## config.mk

```make
export PLATFORM = sky130hd
export DESIGN_NAME = proc_trace_buffer
export DESIGN_NICKNAME = d
export VERILOG_FILES = /design/src/rtl/proc_trace_pkg.sv /design/src/rtl/trace_ram.sv /design/src/rtl/proc_trace_buffer.sv
export SDC_FILE = /design/constraint.sdc
export NUM_CORES = 1
export LEC_CHECK = 0
export CORE_ASPECT_RATIO = 0.7
export CORE_MARGIN = 1
export CORE_UTILIZATION = 45
export CTS_CLUSTER_SIZE = 20
export DETAILED_ROUTE_END_ITERATION = 10
export PLACE_DENSITY = 0.63
export SLEW_MARGIN = 40
export SYNTH_ARGS = -nofsm -noshare
export SYNTH_HDL_FRONTEND = slang
export SYNTH_SLANG_ARGS = --single-unit
```

## constraint.sdc

```tcl
create_clock -name Clk -period 3.6 [get_ports Clk]
set_input_delay 0.72 -clock Clk [delete_from_list [all_inputs] [get_ports Clk]]
set_output_delay 0.72 -clock Clk [all_outputs]
set_load 0.01 [all_outputs]
```

## src/rtl/proc_trace_pkg.sv

```systemverilog
// rtl/proc_trace_pkg.sv - shared types and defaults for the processor trace buffer
package proc_trace_pkg;

    localparam logic [15:0] HALT_INSTR_DEFAULT = 16'h5000;

    typedef struct packed {
        logic [6:0]  pc;
        logic [15:0] ir;
    } trace_entry_t;

    typedef enum logic {
        CAPTURE,
        HALTED
    } trace_state_t;

endpackage

```

## src/rtl/trace_ram.sv

```systemverilog
// rtl/trace_ram.sv - DEPTH x 23 trace storage, synchronous write, asynchronous read
module trace_ram
    import proc_trace_pkg::*;
#(
    parameter int DEPTH = 16
) (
    input  logic                     Clk,
    input  logic                     wr_en,
    input  logic [$clog2(DEPTH)-1:0] wr_addr,
    input  trace_entry_t             wr_data,
    input  logic [$clog2(DEPTH)-1:0] rd_addr,
    output trace_entry_t             rd_data
);

    trace_entry_t mem [DEPTH];

    // No reset on the array: the top gates Rd_Data to zero whenever it is empty.
    always_ff @(posedge Clk) begin
        if (wr_en) begin
            mem[wr_addr] <= wr_data;
        end
    end

    assign rd_data = mem[rd_addr];

endmodule

```

## src/rtl/proc_trace_buffer.sv

```systemverilog
// rtl/proc_trace_buffer.sv - decode-entry instruction trace capture with halt freeze and valid/ready drain
module proc_trace_buffer
    import proc_trace_pkg::*;
#(
    parameter int          DEPTH        = 16,
    parameter logic [3:0]  DECODE_STATE = 4'h2,
    parameter logic [15:0] HALT_INSTR   = HALT_INSTR_DEFAULT
) (
    input  logic                   Clk,
    input  logic                   Reset,
    input  logic                   Clr,
    input  logic [3:0]             State,
    input  logic [6:0]             PC_Out,
    input  logic [15:0]            IR_Out,
    input  logic                   Rd_Ready,
    output logic                   Rd_Valid,
    output logic [22:0]            Rd_Data,
    output logic [$clog2(DEPTH):0] Count,
    output logic                   Halted,
    output logic                   Overflow
);

    localparam int AW = $clog2(DEPTH);
    localparam int CW = AW + 1;

    trace_state_t fsm, fsm_next;
    logic [AW-1:0] head, tail;
    logic [CW-1:0] count_q;
    logic [3:0]    prev_state;
    logic          ovf_q;
    logic          cap, pop, full, wr_en;
    trace_entry_t  wr_entry, rd_entry;

    assign cap      = (State == DECODE_STATE) && (prev_state != DECODE_STATE) && (fsm == CAPTURE);
    assign pop      = Rd_Valid && Rd_Ready;
    assign full     = (count_q == CW'(DEPTH));
    assign wr_en    = cap && !Clr;
    assign wr_entry = '{pc: PC_Out, ir: IR_Out};

    always_comb begin
        fsm_next = fsm;
        if (Clr) begin
            fsm_next = CAPTURE;
        end else if (cap && (IR_Out == HALT_INSTR)) begin
            fsm_next = HALTED;
        end
    end

    always_ff @(posedge Clk or negedge Reset) begin
        if (!Reset) begin
            fsm        <= CAPTURE;
            prev_state <= 4'h0;
        end else begin
            fsm        <= fsm_next;
            prev_state <= State;
        end
    end

    always_ff @(posedge Clk or negedge Reset) begin
        if (!Reset) begin
            head    <= '0;
            tail    <= '0;
            count_q <= '0;
            ovf_q   <= 1'b0;
        end else if (Clr) begin
            head    <= '0;
            tail    <= '0;
            count_q <= '0;
            ovf_q   <= 1'b0;
        end else begin
            if (cap) begin
                tail <= tail + AW'(1);
            end
            // A capture into a full buffer with no pop evicts the oldest entry.
            if (pop || (cap && full)) begin
                head <= head + AW'(1);
            end
            if (cap && full && !pop) begin
                ovf_q <= 1'b1;
            end
            if (cap && !pop && !full) begin
                count_q <= count_q + CW'(1);
            end else if (pop && !cap) begin
                count_q <= count_q - CW'(1);
            end
        end
    end

    trace_ram #(.DEPTH(DEPTH)) u_ram (
        .Clk     (Clk),
        .wr_en   (wr_en),
        .wr_addr (tail),
        .wr_data (wr_entry),
        .rd_addr (head),
        .rd_data (rd_entry)
    );

    assign Rd_Valid = (count_q != '0);
    assign Rd_Data  = Rd_Valid ? rd_entry : 23'h0;
    assign Count    = count_q;
    assign Halted   = (fsm == HALTED);
    assign Overflow = ovf_q;

endmodule

```

== Word level (Yosys, flattened, before mapping) ==
Memory sizes are Yosys's and may differ from the RTL's.
Cells that the tools add are included.
Operators by class
  multipliers: 0
  shifts and indexed selects: 0
  div/mod/pow operators: 0
  magnitude comparators: 0
  equality and inequality tests: 4
  reduce and logical (&&, ||, !) cells: 21
  $add $sub $neg: 4
  mux-type cells: 14
  bitwise gates (word level): 1
Operators with widths (number)
  23-bit two-way mux: 1
  16-bit by 15-bit == test with 1-bit output, second input constant: 1
  4-bit two-way mux: 4
  5-bit two-way mux: 3
  1-bit logical AND: 10
  4-bit by 1-bit adder with 4-bit output, second input constant: 2
  2-bit nonzero test: 4
  1-bit two-way mux: 6
  5-bit by 1-bit adder with 5-bit output, second input constant: 1
  5-bit == test, second input constant: 1
  5-bit nonzero test: 1
  5-bit by 1-bit subtractor with 5-bit output, second input constant: 1
  4-bit by 2-bit == test with 1-bit output, second input constant: 1
  1-bit zero test: 4
  4-bit by 2-bit inequality test with 1-bit output, second input constant: 1
  3-bit nonzero test: 1
  1-bit logical OR: 1
  1-bit inverter: 1
Storage, ports and cells
  bits in registers: 19
  latch bits: 0
  logic and storage cells: 51
  bits in writable memories: 368
  output and inout bits: 31
  memories: 1
  bits in read-only memories: 0
Memory list
  u_ram.mem: words 16, width 23, read ports 1, clocked after Yosys merged registers in 0, write ports 1, RTL line trace_ram.sv:15  | trace_entry_t mem [DEPTH];

== Logic depth before layout (Yosys ltp) ==
  depth after elaboration: 8
  depth in mapped cells: 9
  mapped depth without buffers: 8

== By module ==
A second synthesis with hierarchy kept.
Second synthesis, totals
  cells, all modules: 709
  area, all modules: 15028.2 um^2
Modules (own cells, without submodules)
  trace_ram: area an instance 13848.3 um^2, cells each 585, instances 1
  proc_trace_buffer: area an instance 1179.9 um^2, cells each 124, instances 1

== Least setup slack after synthesis ==
Ideal clock, no wire load.
  path kind: input port to flip-flop
  start point: input State[3]
  end point: register count_q[4], in the netlist Count[4]
  path slack: 0.298 ns
  stages: 9
  library setup time: 0.069 ns
  path buffers: 1
  data arrival time: 3.233 ns
  path through: or4b_4 nor3_4 clkbuf_2 nand3_1 fa_1 a21o_1 a2111oi_0 a221oi_1 nand3_1
Between the ends
  cells in the longest elaborated chain, start to end: 7
  elaborated cells between the ends (all ways): 10
  those cells by class: eq/ne: 1; mux: 2; reduce/logical: 7
Ends and longest elaborated chain
  start, declared: RTL line proc_trace_buffer.sv:12  | input logic [3:0] State,
  4-bit by 2-bit == test with 1-bit output (*): RTL line proc_trace_buffer.sv:34  | assign cap = (State == DECODE_STATE) && (prev_state != DECODE_STATE) && (fsm == CAPTURE);
  1-bit logical AND (*) (2 in series): RTL line proc_trace_buffer.sv:34
  1-bit logical AND (2 in series): RTL line proc_trace_buffer.sv:81  | if (cap && !pop && !full) begin
  5-bit two-way mux: RTL line proc_trace_buffer.sv:81
  5-bit two-way mux: RTL line proc_trace_buffer.sv:65  | end else if (Clr) begin
  end signal, assigned: RTL line proc_trace_buffer.sv:82  | count_q <= count_q + CW'(1);
  end signal, assigned: RTL line proc_trace_buffer.sv:84  | count_q <= count_q - CW'(1);
  end, declared: RTL line proc_trace_buffer.sv:28  | logic [CW-1:0] count_q;
Mark *: on every way between the ends. The rest lies on a longest branch, timed or not.
A chain may end at the register's enable or synchronous reset.

== Final worst setup path ==
  start point: register count_q[3], in the netlist Count[3]
  end point: output Rd_Data[8]
Between the ends
  cells in the longest elaborated chain, start to end: 2
Ends and longest elaborated chain
  5-bit nonzero test: RTL line proc_trace_buffer.sv:98  | assign Rd_Valid = (count_q != '0);
  23-bit two-way mux: RTL line proc_trace_buffer.sv:99  | assign Rd_Data = Rd_Valid ? rd_entry : 23'h0;
  end, declared: RTL line proc_trace_buffer.sv:17  | output logic [22:0] Rd_Data,
No other way between the ends.

==> qor.csv <==
metric,value,unit
ctsHoldBuffers,0,
cts-htree-levels,2,
final_cell_mix,"edfxtp_1, mux4_2, clkdlybuf4s50_1",
min_path_type,in -> async,
start_util,46.4,%
grt_start_max_net_pins,53,
path_clk_slew,0.07,ns
cts-root-buf,clkbuf_16,
synth-async-reset-ratio,4.91,%
die_w,222,µm
slew_viol_final,0,
nets,851,
grt_usage,19.9,%
rsz0062_at_grt,no,
syn_inst,699,
crit_type,reg -> out,
layout_commonest_cell,edfxtp_1,
max_freq,0.284,GHz
dp_worst_setup_slack,0.0658,ns
drt.antenna.violating_nets,0,
path_max_fanout,11,
clk_path_buf_depth,3,
drive_gt1_share,25.5,%
io_pins,62,
layout_setup_ws,0.0808,ns
finalCritPeriodShare,97.8,%
synth_area,15200,µm²
crit_arrival,2.80,ns
insertion_delay,0.53,ns
cts-buffers-inserted,37,
core,32800,µm²
finalHoldViolCount,0,
power.density,651,nW/µm²
ys_types,52,
yosysWarnings,0,
overflow,0,
synth_edf_count,368,
vias,7455,
status,"complete, no violations",
max-cap-violations,0,
firstDrtPassIters,5,
ys_seq_area_share,75.6,%
dp_hpwl,17900,µm
drt_iter0_drc,649,
end_kind,output port,
clock-sinks,387,
worstMarginPinSlew,0.790,ns
syn_avg_cell_area,21.8,µm²
synth_fp_nets,740,
tns,0,ns
r2r_start,Count[1]$_DFFE_PN0P_,
dieArea,34600,µm²
p_leak,5.63,nW
gp_congestion,0.759,
drc_errors,0,
rows,55,
cts_tree,done,
total_power,0.0118,W
antenna_found_initial,0,
ir_drop,0.000392,V
crit_path_start_kind,flop,
grt_pass1_wl,49400,µm
startpoint,Count[3]$_DFFE_PN0P_,
area_growth,18.6,%
first_global_vias,7737,
ys_ff_latch,387,
wl,33300,µm
synth_flop_cell,edfxtp_1,
finalSetupViolations,0,
fin_crit,3.52,ns
antennaDiodeCount,0,
worst_ep_required_time,2.88,ns
viasPerCell,5.90,
relSlewSlack,46.6,%
die_height,156,µm
drt-wirelength-per-cell,26.3,µm
fin_skew,0.0169,ns
port_buffers,61,
## routing by layer
metal  share of wire, %  track usage [%]  vias up
met5                  0                0        -
met4                2.0             5.65        0
met3                6.5             4.18       54
met1                 41             26.4     3954
li1                   -                -     3184
met2                 50             33.6      263
## repair_timing
action | CTS | global route
buffers inserted | 6 | 0
gates cloned | 1 | 0
pin swaps | 1 | 0
setup endpoints to repair | 23 | 10
gates resized for setup | 6 | 3
## layout make-up
cell class | count | area (µm²)
fillers | 2411 | 14800
repair buffers | 105 | 1270
flip-flops and latches | 387 | 11500
multi-input cells | 272 | 3560
clock inverters | 18 | 133
well taps | 427 | 534
clock buffers | 47 | 1010
inverters | 7 | 26.3
## stage by stage
stage / area, µm² / cells / hold WS [ns] / util, %
CTS: 18100 / 1263 / 0.131 / 55.0
floorplan: 15200 / 699 / 0.424 / -
global route: 18100 / 1263 / 0.158 / 55.0
detailed placement: 16800 / 1191 / 0.520 / 51.3
finish: 18100 / 1263 / 0.126 / 55.0
global placement: 16800 / 1191 / 0.519 / 51.3
## critical path, stage by stage (launching register included)
cell	delay [ns]
dfrtp_2	0.47
or4_4	0.52
nor2_4	0.15
inv_2	0.08
nand2b_4	0.13
bufbuf_16	0.32
o22ai_1	0.11
clkdlybuf4s50_1	0.49
## cells in the mapped netlist (all sizes together) (2+ instances only)
library cell,count,area share (%)
or3,3,0.13
nor3b,2,0.098
nand2b,2,0.082
nand3,7,0.23
inv,7,0.17
buf,18,0.61
xor2,2,0.11
clkbuf,15,0.38
nor4b,2,0.16
nand2,7,0.17
nor2,9,0.24
edfxtp,368,73
a21oi,8,0.26
mux2i,50,3.3
xnor2,2,0.11
nor4,5,0.30
nand4,2,0.082
mux4,92,14
a21o,3,0.15
a2111oi,2,0.11
or4,3,0.15
o22ai,23,0.94
o21ai,2,0.066
ha,9,0.74
o31ai,2,0.098
dfrtp,19,3.1
nor2b,5,0.21
mux2,2,0.20
or4b,2,0.16
and3,14,0.62
nor3,2,0.14
## registers in the layout (all words and copies together), names as in the netlist
name,cells
prev_state,4
Overflow,1
u_ram.mem,368
tail,4
Halted,1
Count,5
head,4
## final timing paths
path / end / slack (ns) / depth (start not counted)
setup / recovery: Rd_Data[8] / 0.08 / 7
min in group Clk: Overflow$_DFFE_PN0P_ / 0.52 / 2
hold / removal: prev_state[1]$_DFF_PN0_ / 0.13 / 1
max in group asynchronous: head[1]$_DFFE_PN0P_ / 3.11 / 1
hold reg to reg: Overflow$_DFFE_PN0P_ / 0.52 / 2
setup reg to reg: Count[4]$_DFFE_PN0P_ / 0.79 / 9
## power by group
part	internal [W]	switching, W	total [W]
Clock	0.00212	0.00158	0.00369
Combinational	0.00162	0.00139	0.00301
Sequential	0.00497	0.0000919	0.00507
Total	0.00871	0.00306	0.0118
## kinds of logic after synthesis
family | share of synthesized area [%]
AOI/OAI and AO/OA | 2.11
and+or+nand+nor | 2.93
buffers and inverters | 1.16
adders and majority gates | 0.870
xor gates and xnor gates | 0.230
DFF | 75.6
muxes | 17.1
(Power assumes the default switching activity.)
